## src/rtl/rr_arb_wrr_if.sv

```systemverilog
// rr_arb_wrr_if: request/weight/done inputs and registered grant outputs of the weighted round-robin arbiter.
interface rr_arb_wrr_if #(
  parameter int N = 4,
  parameter int IDX_W = $clog2(N),
  parameter int WGT_W = 4
) ();
  logic [N-1:0]       rr_req;
  logic [N*WGT_W-1:0] rr_weight;
  logic               gnt_done;
  logic               gnt_valid;
  logic [N-1:0]       gnt_onehot;
  logic [IDX_W-1:0]   gnt_idx;
  logic               gnt_last;
  modport master (output rr_req, rr_weight, gnt_done, input gnt_valid, gnt_onehot, gnt_idx, gnt_last);
  modport slave (input rr_req, rr_weight, gnt_done, output gnt_valid, gnt_onehot, gnt_idx, gnt_last);
endinterface

```

## src/rtl/rr_arb_wrr.sv

```systemverilog
// rr_arb_wrr: N-way weighted round-robin arbiter with registered, held grants released by gnt_done.
module rr_arb_wrr #(
  parameter int N = 4,
  parameter int IDX_W = $clog2(N),
  parameter int WGT_W = 4
) (
  input logic sys_clk,
  input logic sys_rst_n,
  rr_arb_wrr_if.slave bus
);
  typedef enum logic {IDLE, GRANT} state_t;
  state_t st, st_d;
  logic [IDX_W-1:0] ptr, ptr_d, p, p_d, w;
  logic [WGT_W-1:0] q, q_d, wv, wq;
  logic [N-1:0] oh, oh_d;
  logic last, last_d;
  function automatic logic [IDX_W-1:0] lsb(input logic [N-1:0] v);
    lsb = '0;
    for (int i = N - 1; i >= 0; i--) if (v[i]) lsb = IDX_W'(i);
  endfunction
  // Masked priority: ports above base first, then wrap to the full request vector.
  function automatic logic [IDX_W-1:0] sel(input logic [N-1:0] req, input logic [IDX_W-1:0] base);
    logic [N-1:0] m;
    m = req & ~((N'(2) << base) - N'(1));
    sel = |m ? lsb(m) : lsb(req);
  endfunction
  always_comb begin
    w = sel(bus.rr_req, st == IDLE ? ptr : p);
    wv = bus.rr_weight[int'(w)*WGT_W +: WGT_W];
    wq = wv == '0 ? WGT_W'(1) : wv;
    st_d = st;
    p_d = p;
    q_d = q;
    ptr_d = ptr;
    last_d = last;
    if (st == IDLE) begin
      if (|bus.rr_req) begin
        st_d = GRANT;
        p_d = w;
        ptr_d = w;
        q_d = wq;
        last_d = wq == WGT_W'(1) || !bus.rr_req[w];
      end
    end else if (bus.gnt_done) begin
      if (q > WGT_W'(1) && bus.rr_req[p]) begin
        q_d = q - WGT_W'(1);
        last_d = q_d == WGT_W'(1);
      end else if (|bus.rr_req) begin
        p_d = w;
        ptr_d = w;
        q_d = wq;
        last_d = wq == WGT_W'(1) || !bus.rr_req[w];
      end else begin
        st_d = IDLE;
        p_d = '0;
        q_d = '0;
        last_d = 1'b0;
      end
    end
    oh_d = st_d == GRANT ? N'(1) << p_d : '0;
  end
  always_ff @(posedge sys_clk or negedge sys_rst_n) begin
    if (!sys_rst_n) begin
      st <= IDLE;
      ptr <= IDX_W'(N - 1);
      p <= '0;
      q <= '0;
      oh <= '0;
      last <= 1'b0;
    end else begin
      st <= st_d;
      ptr <= ptr_d;
      p <= p_d;
      q <= q_d;
      oh <= oh_d;
      last <= last_d;
    end
  end
  assign bus.gnt_valid = st == GRANT;
  assign bus.gnt_onehot = oh;
  assign bus.gnt_idx = p;
  assign bus.gnt_last = last;
endmodule

```

## src/flat_wrapper.sv

```systemverilog
// flat-port wrapper written by rule: the top's interface ports become plain ports
module rr_arb_wrr_flat 
#(
  parameter int N = 4,
  parameter int IDX_W = $clog2(N),
  parameter int WGT_W = 4
)
  (sys_clk, sys_rst_n, bus_rr_req, bus_rr_weight, bus_gnt_done, bus_gnt_valid, bus_gnt_onehot, bus_gnt_idx, bus_gnt_last);
  rr_arb_wrr_if #(.N(N), .IDX_W(IDX_W), .WGT_W(WGT_W)) bus_i ();
  input logic sys_clk;
  input logic sys_rst_n;
  input wire logic [$bits(bus_i.rr_req)-1:0] bus_rr_req;
  input wire logic [$bits(bus_i.rr_weight)-1:0] bus_rr_weight;
  input wire logic [$bits(bus_i.gnt_done)-1:0] bus_gnt_done;
  output wire logic [$bits(bus_i.gnt_valid)-1:0] bus_gnt_valid;
  output wire logic [$bits(bus_i.gnt_onehot)-1:0] bus_gnt_onehot;
  output wire logic [$bits(bus_i.gnt_idx)-1:0] bus_gnt_idx;
  output wire logic [$bits(bus_i.gnt_last)-1:0] bus_gnt_last;
  assign bus_i.rr_req = bus_rr_req;
  assign bus_i.rr_weight = bus_rr_weight;
  assign bus_i.gnt_done = bus_gnt_done;
  assign bus_gnt_valid = bus_i.gnt_valid;
  assign bus_gnt_onehot = bus_i.gnt_onehot;
  assign bus_gnt_idx = bus_i.gnt_idx;
  assign bus_gnt_last = bus_i.gnt_last;
  rr_arb_wrr #(.N(N), .IDX_W(IDX_W), .WGT_W(WGT_W)) u_core (.sys_clk(sys_clk), .sys_rst_n(sys_rst_n), .bus(bus_i));
endmodule
```

## config.mk

```make
export PLATFORM = sky130hd
export DESIGN_NAME = rr_arb_wrr_flat
export DESIGN_NICKNAME = d
export VERILOG_FILES = /design/src/rtl/rr_arb_wrr_if.sv /design/src/rtl/rr_arb_wrr.sv /design/src/flat_wrapper.sv
export SDC_FILE = /design/constraint.sdc
export NUM_CORES = 1
export LEC_CHECK = 0
export CORE_ASPECT_RATIO = 1.2
export CORE_MARGIN = 1.5
export CORE_UTILIZATION = 30
export DETAILED_ROUTE_END_ITERATION = 10
export PLACE_DENSITY = 0.66
export REMOVE_ABC_BUFFERS = 1
export SYNTH_ARGS = -nofsm -noshare
export SYNTH_HDL_FRONTEND = slang
export SYNTH_SLANG_ARGS = --single-unit
```

## constraint.sdc

```tcl
create_clock -name sys_clk -period 3.7 [get_ports sys_clk]
set_clock_uncertainty 0.1 [all_clocks]
set_input_delay 0.555 -clock sys_clk [delete_from_list [all_inputs] [get_ports sys_clk]]
set_output_delay 0.555 -clock sys_clk [all_outputs]
set_load 0.01 [all_outputs]
```

# [Word-level counts from Yosys, hierarchy flattened]
# Cells that the tools add are included.
[totals] in_bits=23 ff_bits=14 elab_cells=68
[classes] shifts=3 mux=39 magnitude_cmp=3 bitwise_logic=2 n_reduce_logical=9 n_eq_ne=4 add_sub_neg=2
[ops] cell="2-bit 2-to-1 mux" count=19
[ops] cell="4-bit 2-to-1 mux" count=7
[ops] cell="16-bit by 5-bit indexed part select with 4-bit output" count=1
[ops] cell="1-bit 2-to-1 mux" count=11
[ops] cell="4-bit by 1-bit equality test with 1-bit output, second input constant" count=2
[ops] cell="4-bit OR reduction" count=2
[ops] cell="4-bit by 1-bit subtractor with 4-bit output, second input constant" count=2
[ops] cell="2-bit by 3-bit < comparator with 1-bit output, second input constant" count=2
[ops] cell="4-bit bitwise AND" count=1
[ops] cell="1-bit binary-select mux with 2-bit select" count=2
[ops] cell="4-bit by 1-bit > comparator with 1-bit output, second input constant" count=1
[ops] cell="4-bit logical NOT" count=1
[ops] cell="2-bit != test, second input constant" count=2
[ops] cell="4-bit NOT" count=1
[ops] cell="2-bit AND reduction" count=2
[ops] cell="1-bit by 2-bit left shift with 4-bit output, first input constant" count=1
[ops] cell="2-bit by 2-bit left shift with 4-bit output, first input constant" count=1
[ops] cell="2-bit nonzero test" count=1
[ops] cell="1-bit logical AND" count=1
[ops] cell="1-bit logical NOT" count=1
[ops] cell="1-bit logical OR" count=1

# [Depth between registers and ports, before layout]
# Gate-level depths: netlist of the first run.
[depth] word_depth=19 mapped_depth=9 depth_no_buf=8

# [Worst setup path after synthesis of the first run]
# Ideal clock, no wire load.
[synth_path] kind="reg-to-reg" start="register u_core.st, in the netlist u_core.bus.gnt_valid" end="register u_core.last, in the netlist u_core.bus.gnt_last" arrival_time_ns=1.923 synth_period_minus_slack_ns=2.156 required_ns=3.467 path_stages_with_launch=7 setup_time_ns=0.133 path_slack_ns=1.544 cell_sequence="dfrtp_1 > mux2i_4 > o21ai_2 > a21oi_4 > mux2_2 > o211ai_1 > a31oi_1"
[synth_via] elab_chain_len=19
[synth_rtl] item="start, declared" line_no="rr_arb_wrr.sv:12" source="state_t st, st_d;"
[synth_rtl] item="start signal, assigned" line_no="rr_arb_wrr.sv:71" source="st <= st_d;"
[synth_rtl] item="2-bit 2-to-1 mux" line_no="rr_arb_wrr.sv:28" source="w = sel(bus.rr_req, st == IDLE ? ptr : p);"
[synth_rtl] item="2-bit by 2-bit left shift with 4-bit output" line_no="rr_arb_wrr.sv:24" source="m = req & ~((N'(2) << base) - N'(1));"
[synth_rtl] item="4-bit by 1-bit subtractor with 4-bit output" line_no="rr_arb_wrr.sv:24"
[synth_rtl] item="4-bit NOT" line_no="rr_arb_wrr.sv:24"
[synth_rtl] item="4-bit bitwise AND" line_no="rr_arb_wrr.sv:24"
[synth_rtl] item="2-bit 2-to-1 mux (4 in a row)" line_no="rr_arb_wrr.sv:19" source="for (int i = N - 1; i >= 0; i--) if (v[i]) lsb = IDX_W'(i);"
[synth_rtl] item="2-bit 2-to-1 mux" line_no="rr_arb_wrr.sv:25" source="sel = |m ? lsb(m) : lsb(req);"
[synth_rtl] item="16-bit by 5-bit indexed part select with 4-bit output" line_no="rr_arb_wrr.sv:29" source="wv = bus.rr_weight[int'(w)*WGT_W +: WGT_W];"
[synth_rtl] item="4-bit logical NOT" line_no="rr_arb_wrr.sv:30" source="wq = wv == '0 ? WGT_W'(1) : wv;"
[synth_rtl] item="4-bit 2-to-1 mux" line_no="rr_arb_wrr.sv:30"
[synth_rtl] item="4-bit by 1-bit equality test with 1-bit output" line_no="rr_arb_wrr.sv:42, rr_arb_wrr.sv:52"
[synth_rtl] item="1-bit logical OR" line_no="rr_arb_wrr.sv:42, rr_arb_wrr.sv:52"
[synth_rtl] item="1-bit 2-to-1 mux" line_no="rr_arb_wrr.sv:48" source="end else if (|bus.rr_req) begin"
[synth_rtl] item="1-bit 2-to-1 mux" line_no="rr_arb_wrr.sv:45" source="if (q > WGT_W'(1) && bus.rr_req[p]) begin"
[synth_rtl] item="1-bit 2-to-1 mux" line_no="rr_arb_wrr.sv:44" source="end else if (bus.gnt_done) begin"
[synth_rtl] item="1-bit 2-to-1 mux" line_no="rr_arb_wrr.sv:36" source="if (st == IDLE) begin"
[synth_rtl] item="end signal, assigned" line_no="rr_arb_wrr.sv:76" source="last <= last_d;"
[synth_rtl] item="end, declared" line_no="rr_arb_wrr.sv:16" source="logic last, last_d;"
# Several ways; a longest one is shown, not always the timed one. The select of a mux whose other input is x is not followed.
# A chain may end at the register's enable or synchronous reset.

# [Final worst setup path of the first run]
[layout_path] start="register u_core.q[0]" end="register u_core.oh[3], in the netlist u_core.bus.gnt_onehot[3]"
[layout_via] elab_chain_len=7
[layout_rtl] item="start, declared" line_no="rr_arb_wrr.sv:14" source="logic [WGT_W-1:0] q, q_d, wv, wq;"
[layout_rtl] item="start signal, assigned" line_no="rr_arb_wrr.sv:74" source="q <= q_d;"
[layout_rtl] item="4-bit by 1-bit > comparator with 1-bit output" line_no="rr_arb_wrr.sv:45"
[layout_rtl] item="1-bit logical AND" line_no="rr_arb_wrr.sv:45"
[layout_rtl] item="2-bit 2-to-1 mux" line_no="rr_arb_wrr.sv:45"
[layout_rtl] item="2-bit 2-to-1 mux" line_no="rr_arb_wrr.sv:44"
[layout_rtl] item="2-bit 2-to-1 mux" line_no="rr_arb_wrr.sv:36"
[layout_rtl] item="via u_core.p_d[1]" line_no="rr_arb_wrr.sv:13" source="logic [IDX_W-1:0] ptr, ptr_d, p, p_d, w;"
[layout_rtl] item="1-bit by 2-bit left shift with 4-bit output" line_no="rr_arb_wrr.sv:60" source="oh_d = st_d == GRANT ? N'(1) << p_d : '0;"
[layout_rtl] item="4-bit 2-to-1 mux" line_no="rr_arb_wrr.sv:60"
[layout_rtl] item="via u_core.oh_d[3]" line_no="rr_arb_wrr.sv:15" source="logic [N-1:0] oh, oh_d;"
[layout_rtl] item="end signal, assigned" line_no="rr_arb_wrr.sv:75" source="oh <= oh_d;"
[layout_rtl] item="end, declared" line_no="rr_arb_wrr.sv:15"
# The timed path passes the listed nets, and every way through them passes these cells.

==> results by group, run 1 <==
Floorplan
  – Cell Rows: 24
  – Initial core utilization: 0.310
  – Die width: 58.7 um
  – Area of the core: 3600 um^2
  – Number of I/O pins: 31
  – Die extent in y: 69.8 um
  – Die Footprint: 4100 um^2

Clock tree
  – CTS sink count: 14
  – CTS tree: built
  – Clk_lat worst skew: 0.25 ns
  – H-Tree Level Count: 1
  – Hold buffer count at CTS: 0
  – CTS buffer count: 3
  – Setup Buffers After CTS: 0
  – Post-cts resize count: 0
  – Bufs on Longest Clock Path: 2
  – Clk slew on worst S/H paths: 0.06 ns
  – Root buf cell: clkbuf_8

Yosys
  – XOR/XNOR Fraction of Synth Area: 0.0157
  – Post-synth ARST share: 1.00
  – Top FF cell, synth: dfrtp_1
  – Simple-Gate Fraction of Synth Area: 0.174
  – Ys Warns: 0
  – Area leader, netlist: dfrtp_1
  – Complex-gate fraction of the synthesized area: 0.279
  – Gate Count Post-Synth: 119
  – Post-synth EDFFs: 0
  – Main combinational cell family by area after synthesis: compound AO/OA/AOI/OAI gates
  – Mapped Area: 1120 um^2
  – Ranking of synthesized cells by area: dfrtp_1, mux2i_1, dfstp_2
  – Unique cell type count in the Yosys netlist: 45
  – Adder-Cell Fraction of Synth Area: 0.0336
  – Synth Register Bits: 14
  – Post-synth top area share: 0.269
  – Register area share after synthesis: 0.316
  – Syn Area/Cell: 9.38 um^2
  – Multiplexer share of the synthesized area: 0.142

Route
  – Avg WL per Cell: 15.0 um
  – Vias after detailed routing: 1036
  – Via density: 5.45
  – Drt drc: 0
  – Number of antenna-violating nets in the routed design: 0
  – First-pass iteration count of the detailed router: 4
  – Initial DRC Count: 10
  – Total wire length: 2850 um

GRT
  – Global-route usage over all layers: 0.158
  – GRT overflow: 0
  – Antenna violations before repair: 0
  – First-pass GRT wire length: 5000 um
  – Vias in the first global route: 1054
  – Largest net degree at the start of global routing: 15

Layout
  – Share of layout cells above drive strength 1: 0.0993
  – Core Util, Final: 0.415
  – Final std cells w/o fill: 190
  – Final instance area: 1500 um^2
  – # diodes: 0
  – Commonest non-fill, non-tap cell in the layout: clkdlybuf4s50_1
  – Fin nets: 178
  – Layout area overhead: 34.1%
  – Most frequent cells in the layout: clkdlybuf4s50_1, dfrtp_1, nand2_1, o21ai_0

Timing
  – Max-slew headroom: 0.228
  – Final Hold Viols: 0
  – Pins Over Slew Limit: 0
  – # setup viols final: 0
  – Sum Neg Setup Slack: 0 ns
  – Tightest Pin Transition: 1.14 ns
  – Final cycle utilization of the critical path: 0.762
  – Final min period: 2.82 ns
  – RSZ-0062 raised after global routing: no
  – Max Freq: 355 MHz
  – WHS: 0.410 ns

Place
  – DP HPWL: 2280 um
  – Placed cells: 186
  – Buffers on Ports: 30
  – RD Place Congestion: 0.873
  – Placed Area: 1450 um^2

Job
  – Max-Cap Viols: 0

Power
  – PwrDens: 696 nW/um^2
  – Worst vdd ir: 255 uV
  – Lkg Pwr: 0.598 nW

Critical path
  – CP required: 3.73 ns
  – Critical Path AT: 2.85 ns
  – Crit path launch type: flop
  – Crit path kind: flop to flop
  – Maximum fanout along the worst path: 12
  – CP Capture Type: flop

Worst hold path
  – Worst hold path class: flop to flop

Status
  – Status: completed
path summary, 6_finish.rpt:
path                            slack, ns     startpoint                        to  cells after the start
worst max-delay path                 0.88    u_core.q[0]  u_core.bus.gnt_onehot[3]                      8
worst min-delay path                 0.41  u_core.ptr[0]             u_core.ptr[0]                      2
worst max register to register       0.88    u_core.q[0]  u_core.bus.gnt_onehot[3]                      8
worst min register to register       0.41  u_core.ptr[0]             u_core.ptr[0]                      2
max in group asynchronous            2.47      sys_rst_n     u_core.bus.gnt_idx[0]                      1
min in group asynchronous            0.60      sys_rst_n     u_core.bus.gnt_idx[1]                      1
worst max-delay path, cell delays in order, from the launching register on:
cell and delay, ns:
dfrtp_1 0.44, inv_1 0.11, ha_1 0.23, nor2_1 0.10
o311ai_1 0.93, nand2_1 0.27, nand2_1 0.14, o221ai_1 0.19
nor2b_1 0.19
layer usage:
layer,up-vias,GRT usage,share of wire
met1,493,0.198,0.44
met2,15,0.267,0.52
met4,0,0.0556,0.016
li1,521,-,-
met3,7,0.0261,0.025
met5,-,0,0
flip-flops by register name, indices dropped and copies added (netlist names):
name and count:
u_core.bus.gnt_onehot 4, u_core.q 4, u_core.bus.gnt_idx 2, u_core.ptr 2, u_core.bus.gnt_last 1, u_core.bus.gnt_valid 1
area by class of cell:
class	instances	area (um^2)
Timing Repair Buffer	31	308
Sequential cell	14	353
Multi-Input combinational cell	96	719
Fill cell	383	2110
Tap cell	39	48.8
Clock buffer	4	45.0
Inverter	6	22.5
cells by family after synthesis:
logic type                 Yosys count
muxes                               13
adders and majority gates            3
buffers and inverters                9
and+or+nand+nor                     38
DFF                                 14
AOI/OAI and AO/OA                   40
xor gates and xnor gates             2
cells in the mapped netlist (3+ instances only):
library cell	n
ha_1	3
and2_1	3
a211oi_1	3
dfrtp_1	12
nor2_1	4
o21ai_0	10
nand2_1	11
inv_1	6
mux2i_1	8
nor3_1	8
a21oi_1	5
where the power goes:
| part | internal [W] | total (W) | switching [W] |
|---|---|---|---|
| logic | 0.000288 | 0.000599 | 0.000311 |
| registers | 0.000230 | 0.000310 | 0.0000801 |
| clock network | 0.0000763 | 0.000133 | 0.0000563 |
| total | 0.000594 | 0.00104 | 0.000447 |
per-stage QoR:
stage / total power, W / setup slack, ns
2_1_floorplan: 0.000703 / 1.25
3_3_place_gp: 0.000904 / 0.810
3_5_place_dp: 0.000915 / 0.708
4_1_cts: 0.00105 / 0.912
5_1_grt: 0.00114 / 0.451
6_report: 0.00104 / 0.881
Note: power is estimated with default switching activity, not from simulation.
==> inputs of run 2 (changes only) <==
Clock period 3.7 ns to 2.85 ns, I/O delays scaled along.
==> results by group, run 2 (synthesized netlist as in run 1, its figures left out) <==
Timing
  – Max-slew headroom: 0.546 (was 0.228)
  – WHS: 0.408 ns (was 0.410 ns)
  – RSZ-0062 raised after global routing: no (unchanged)
  – # setup viols final: 0 (unchanged)
  – Final worst-path setup slack: 0.367 ns (was 0.881 ns)
  – Pins Over Slew Limit: 0 (unchanged)
  – Sum Neg Setup Slack: 0 ns (unchanged)
  – Final cycle utilization of the critical path: 0.871 (was 0.762)
  – Final Hold Viols: 0 (unchanged)
  – Tightest Pin Transition: 0.670 ns (was 1.14 ns)
  – Max Freq: 403 MHz (was 355 MHz)
  – Final min period: 2.48 ns (was 2.82 ns)

Layout
  – Share of layout cells above drive strength 1: 0.135 (was 0.0993)
  – Core Util, Final: 0.428 (was 0.415)
  – Fin nets: 183 (was 178)
  – Most frequent cells in the layout: clkdlybuf4s50_1, dfrtp_1, nand2_1, o21ai_0 (unchanged)
  – Commonest non-fill, non-tap cell in the layout: clkdlybuf4s50_1 (unchanged)
  – Layout area overhead: 38.3% (was 34.1%)
  – # diodes: 0 (unchanged)

Power
  – Lkg Pwr: 0.628 nW (was 0.598 nW)
  – PwrDens: 905 nW/um^2 (was 696 nW/um^2)
  – Reg power frac: 0.288 (was 0.297)
  – Logic pwr share: 0.573 (was 0.575)
  – Switch share: 0.416 (was 0.430)
  – Tot Pwr: 0.00140 W (was 0.00104 W)
  – Worst vdd ir: 248 uV (was 255 uV)
  – P_sw: 0.000582 W (was 0.000447 W)
  – Internal power: 0.000815 W (was 0.000594 W)
  – Clock power share: 0.139 (was 0.127)

Clock tree
  – Setup Buffers After CTS: 0 (unchanged)
  – Bufs on Longest Clock Path: 2 (unchanged)
  – Clk slew on worst S/H paths: 0.06 ns (about the same)
  – CTS sink count: 14 (unchanged)
  – CTS buffer count: 3 (unchanged)
  – Hold buffer count at CTS: 0 (unchanged)
  – Clk_lat worst skew: 0.24 ns (was 0.25 ns)
  – Post-cts resize count: 0 (unchanged)
  – CTS tree: built (unchanged)
  – Root buf cell: clkbuf_8 (unchanged)
  – H-Tree Level Count: 1 (unchanged)

Floorplan
  – Die Footprint: 4100 um^2 (unchanged)
  – Die extent in y: 69.8 um (unchanged)
  – Initial core utilization: 0.310 (unchanged)
  – Number of I/O pins: 31 (unchanged)
  – Area of the core: 3600 um^2 (unchanged)
  – Die width: 58.7 um (unchanged)
  – Cell Rows: 24 (unchanged)

Place
  – Buffers on Ports: 30 (unchanged)
  – RD Place Congestion: 0.849 (was 0.873)
  – Pre-CTS setup slack: 0.173 ns (was 0.708 ns)
  – DP HPWL: 2340 um (was 2280 um)

Route
  – Initial DRC Count: 27 (was 10)
  – Avg WL per Cell: 14.7 um (was 15.0 um)
  – Drt drc: 0 (unchanged)
  – First-pass iteration count of the detailed router: 4 (unchanged)
  – Via density: 5.47 (was 5.45)
  – Total wire length: 2860 um (was 2850 um)
  – Number of antenna-violating nets in the routed design: 0 (unchanged)
  – Vias after detailed routing: 1067 (was 1036)

Job
  – Max-Cap Viols: 0 (unchanged)

GRT
  – Global-route usage over all layers: 0.157 (was 0.158)
  – First-pass GRT wire length: 5060 um (was 5000 um)
  – GRT overflow: 0 (unchanged)
  – Antenna violations before repair: 0 (unchanged)
  – Vias in the first global route: 1130 (was 1054)
  – Largest net degree at the start of global routing: 15 (unchanged)

Critical path
  – CP required: 2.93 ns (was 3.73 ns)
  – CP Capture Type: flop (unchanged)
  – Critical Path AT: 2.56 ns (was 2.85 ns)
  – Crit path kind: flop to flop (unchanged)
  – Crit path launch type: flop (unchanged)
  – Maximum fanout along the worst path: 13 (was 12)
  – Reg-to-reg slack, setup: 0.37 ns (was 0.88 ns)

Worst hold path
  – Worst hold path class: flop to flop (unchanged)

Status
  – Status: completed (unchanged)
==> run 2: worst paths after layout <==
check / startpoint / to / cells after the start
min reg2reg: u_core.ptr[0] / u_core.ptr[0] / 2
max in group asynchronous: sys_rst_n / u_core.bus.gnt_idx[0] / 1
max: u_core.bus.gnt_valid / u_core.bus.gnt_onehot[3] / 7
max reg2reg: u_core.bus.gnt_valid / u_core.bus.gnt_onehot[3] / 7
min in group asynchronous: sys_rst_n / u_core.bus.gnt_last / 1
min: u_core.ptr[0] / u_core.ptr[0] / 2
==> run 2: area by class of cell <==
type,instances,area [um^2]
inverter,6,22.5
tap,39,48.8
multi-input combinational,96,719
timing repair buffer,36,345
clock buffer,4,55.1
sequential,14,353
fill,388,2060
==> run 2: per-layer routing <==
metal  track usage  share of wire  vias to the layer above
met3        0.0131          0.017                        5
met2         0.273           0.55                       13
met5             0              0                        -
li1              -              -                      531
met4        0.0682          0.015                        0
met1         0.191           0.41                      518
==> run 2: per-stage QoR <==
step,std cells,area [um^2]
finish,195,1540
global route,195,1540
CTS,195,1540
detailed placement,191,1490
global placement,191,1490
floorplan,116,1090
==> run 2: critical path: stages (launching register included) <==
cell and delay, ns:
dfrtp_1 0.64, mux2i_4 0.42, o21ai_2 0.15, a21oi_4 0.31, buf_4 0.20, a21oi_1 0.04
o221ai_1 0.35, nor2b_1 0.19
==> run 2: power groups by stage <==
stage / Sequential [W] / Clock (W) / Combinational (W)
floorplan: 0.000403 / 0 / 0.000511
global placement: 0.000400 / 0 / 0.000787
detailed placement: 0.000405 / 0 / 0.000808
CTS: 0.000402 / 0.000201 / 0.000812
global route: 0.000418 / 0.000205 / 0.000897
finish: 0.000402 / 0.000195 / 0.000800
==> inputs of run 3 (changes only) <==
Settings changed: MAX_ROUTING_LAYER set to met4.
==> results by group, run 3 (synthesized netlist as in run 1, its figures left out) <==
Power
  – Worst vdd ir: 249 uV (was 248 uV)
  – PwrDens: 906 nW/um^2 (was 905 nW/um^2)
  – Tot Pwr: 0.00140 W (about the same)
  – Lkg Pwr: 0.628 nW (unchanged)

Clock tree
  – CTS buffer count: 3 (unchanged)
  – H-Tree Level Count: 1 (unchanged)
  – Clk_lat worst skew: 0.24 ns (about the same)
  – Root buf cell: clkbuf_8 (unchanged)
  – CTS sink count: 14 (unchanged)
  – Bufs on Longest Clock Path: 2 (unchanged)
  – Hold buffer count at CTS: 0 (unchanged)
  – Post-cts resize count: 0 (unchanged)
  – Clk slew on worst S/H paths: 0.06 ns (about the same)
  – CTS tree: built (unchanged)
  – Setup Buffers After CTS: 0 (unchanged)

Critical path
  – Maximum fanout along the worst path: 13 (unchanged)
  – Crit path kind: flop to flop (unchanged)
  – Critical Path AT: 2.58 ns (was 2.56 ns)
  – CP Capture Type: flop (unchanged)
  – FF-to-FF End: u_core.bus.gnt_onehot[3] (unchanged)
  – Crit path launch type: flop (unchanged)
  – Reg-to-Reg Start: u_core.bus.gnt_valid (unchanged)
  – CP required: 2.93 ns (about the same)
  – Reg-to-reg slack, setup: 0.34 ns (was 0.37 ns)
  – R2R cell count: 7 (unchanged)
  – Slowest CP cell: dfrtp_1 (unchanged)
  – Crit-path cells: mux2i_4 -> o21ai_2 -> a21oi_4 -> buf_4 -> a21oi_1 -> o221ai_1 -> nor2b_1 (unchanged)
  – Slowest cell delay on critical path: 0.65 ns (was 0.64 ns)

Timing
  – # setup viols final: 0 (unchanged)
  – Sum Neg Setup Slack: 0 ns (unchanged)
  – Pins Over Slew Limit: 0 (unchanged)
  – Tightest Pin Transition: 0.671 ns (was 0.670 ns)
  – RSZ-0062 raised after global routing: no (unchanged)
  – Final Hold Viols: 0 (unchanged)
  – Max-slew headroom: 0.546 (about the same)
  – Final worst-path setup slack: 0.343 ns (was 0.367 ns)
  – Max Freq: 399 MHz (was 403 MHz)
  – Final min period: 2.51 ns (was 2.48 ns)
  – Final cycle utilization of the critical path: 0.880 (was 0.871)

Layout
  – Filler cells: 388 (unchanged)
  – Share of layout cells above drive strength 1: 0.135 (unchanged)
  – Final std cells w/o fill: 195 (unchanged)
  – Multi-input gate area: 719 um^2 (unchanged)
  – Most frequent cells in the layout: clkdlybuf4s50_1, dfrtp_1, nand2_1, o21ai_0 (unchanged)
  – Fin nets: 183 (unchanged)
  – Storage cell area: 353 um^2 (unchanged)
  – Layout area overhead: 38.3% (unchanged)
  – Core Util, Final: 0.428 (unchanged)
  – # diodes: 0 (unchanged)
  – Commonest non-fill, non-tap cell in the layout: clkdlybuf4s50_1 (unchanged)

Route
  – Initial DRC Count: 24 (was 27)
  – Total wire length: 2890 um (was 2860 um)
  – Avg WL per Cell: 14.8 um (was 14.7 um)
  – First-pass iteration count of the detailed router: 4 (unchanged)
  – Number of antenna-violating nets in the routed design: 0 (unchanged)
  – Via density: 5.50 (was 5.47)
  – Drt drc: 0 (unchanged)
  – Vias after detailed routing: 1072 (was 1067)

Place
  – Buffers on Ports: 30 (unchanged)
  – Placed cells: 191 (unchanged)
  – DP HPWL: 2340 um (unchanged)
  – Pre-CTS setup slack: 0.173 ns (unchanged)
  – RD Place Congestion: 0.862 (was 0.849)

Floorplan
  – Area of the core: 3600 um^2 (unchanged)
  – Cell Rows: 24 (unchanged)
  – Die width: 58.7 um (unchanged)
  – Initial core utilization: 0.310 (unchanged)
  – Die Footprint: 4100 um^2 (unchanged)
  – Number of I/O pins: 31 (unchanged)
  – Die extent in y: 69.8 um (unchanged)

Job
  – Max-Cap Viols: 0 (unchanged)

GRT
  – Largest net degree at the start of global routing: 15 (unchanged)
  – GRT overflow: 0 (unchanged)
  – Global-route usage over all layers: 0.161 (was 0.157)
  – Vias in the first global route: 1135 (was 1130)
  – First-pass GRT wire length: 5040 um (was 5060 um)
  – Antenna violations before repair: 0 (unchanged)

Worst hold path
  – HP Start: u_core.ptr[0] (unchanged)
  – Worst hold path class: flop to flop (unchanged)
  – Cells on Worst Hold Path: 2 (unchanged)
  – Hold worst-path end: u_core.ptr[0] (unchanged)

Status
  – Status: completed (unchanged)
## run 3: cell counts in the layout (fill, tap and decap cells not counted)
Identical to the previous run, type by type.
## run 3: how the worst max path moves through the flow
stage	startpoint	endpoint	cells past startpoint
2_1_floorplan	u_core.bus.gnt_valid	u_core.q[3]	6
3_3_place_gp	bus_rr_req[2]	u_core.bus.gnt_onehot[3]	7
3_5_place_dp	bus_rr_req[1]	u_core.bus.gnt_onehot[3]	8
4_1_cts	u_core.bus.gnt_valid	u_core.bus.gnt_onehot[3]	7
5_1_grt	u_core.bus.gnt_valid	u_core.bus.gnt_onehot[3]	7
6_report	u_core.bus.gnt_valid	u_core.bus.gnt_onehot[3]	7
## run 3: metrics by stage
stage / instance area, um^2 / hold WS [ns]
after detailed placement: 1490 / 0.409
after CTS: 1540 / 0.410
after global placement: 1490 / 0.398
after global routing: 1540 / 0.448
after floorplan: 1090 / 0.0319
final: 1540 / 0.409
## run 3: final cells by class
cell class | instances | area share
multi-input combinational | 96 | 0.466
timing repair buffer | 36 | 0.224
tap | 39 | 0.0316
sequential | 14 | 0.229
inverter | 6 | 0.0146
clock buffer | 4 | 0.0357
## run 3: power breakdown
part	switching (W)	internal (W)
sequential	0.000105	0.000298
combinational	0.000405	0.000395
clock	0.0000728	0.000122
## run 3: layer usage
layer	vias up	global-route usage	routed length (um)
met4	0	0.0682	44
met3	5	0.0131	84
met5	-	-	0
met1	517	0.190	1190
met2	18	0.273	1560
li1	532	-	-
## run 3: critical path: cells and delay by family, from the launching register on
| family | cells | cell delay [ns] |
|---|---|---|
| DFF | 1 | 0.65 |
| muxes | 1 | 0.43 |
| AOI/OAI and AO/OA | 4 | 0.86 |
| and+or+nand+nor | 1 | 0.19 |
| buffers and inverters | 1 | 0.20 |
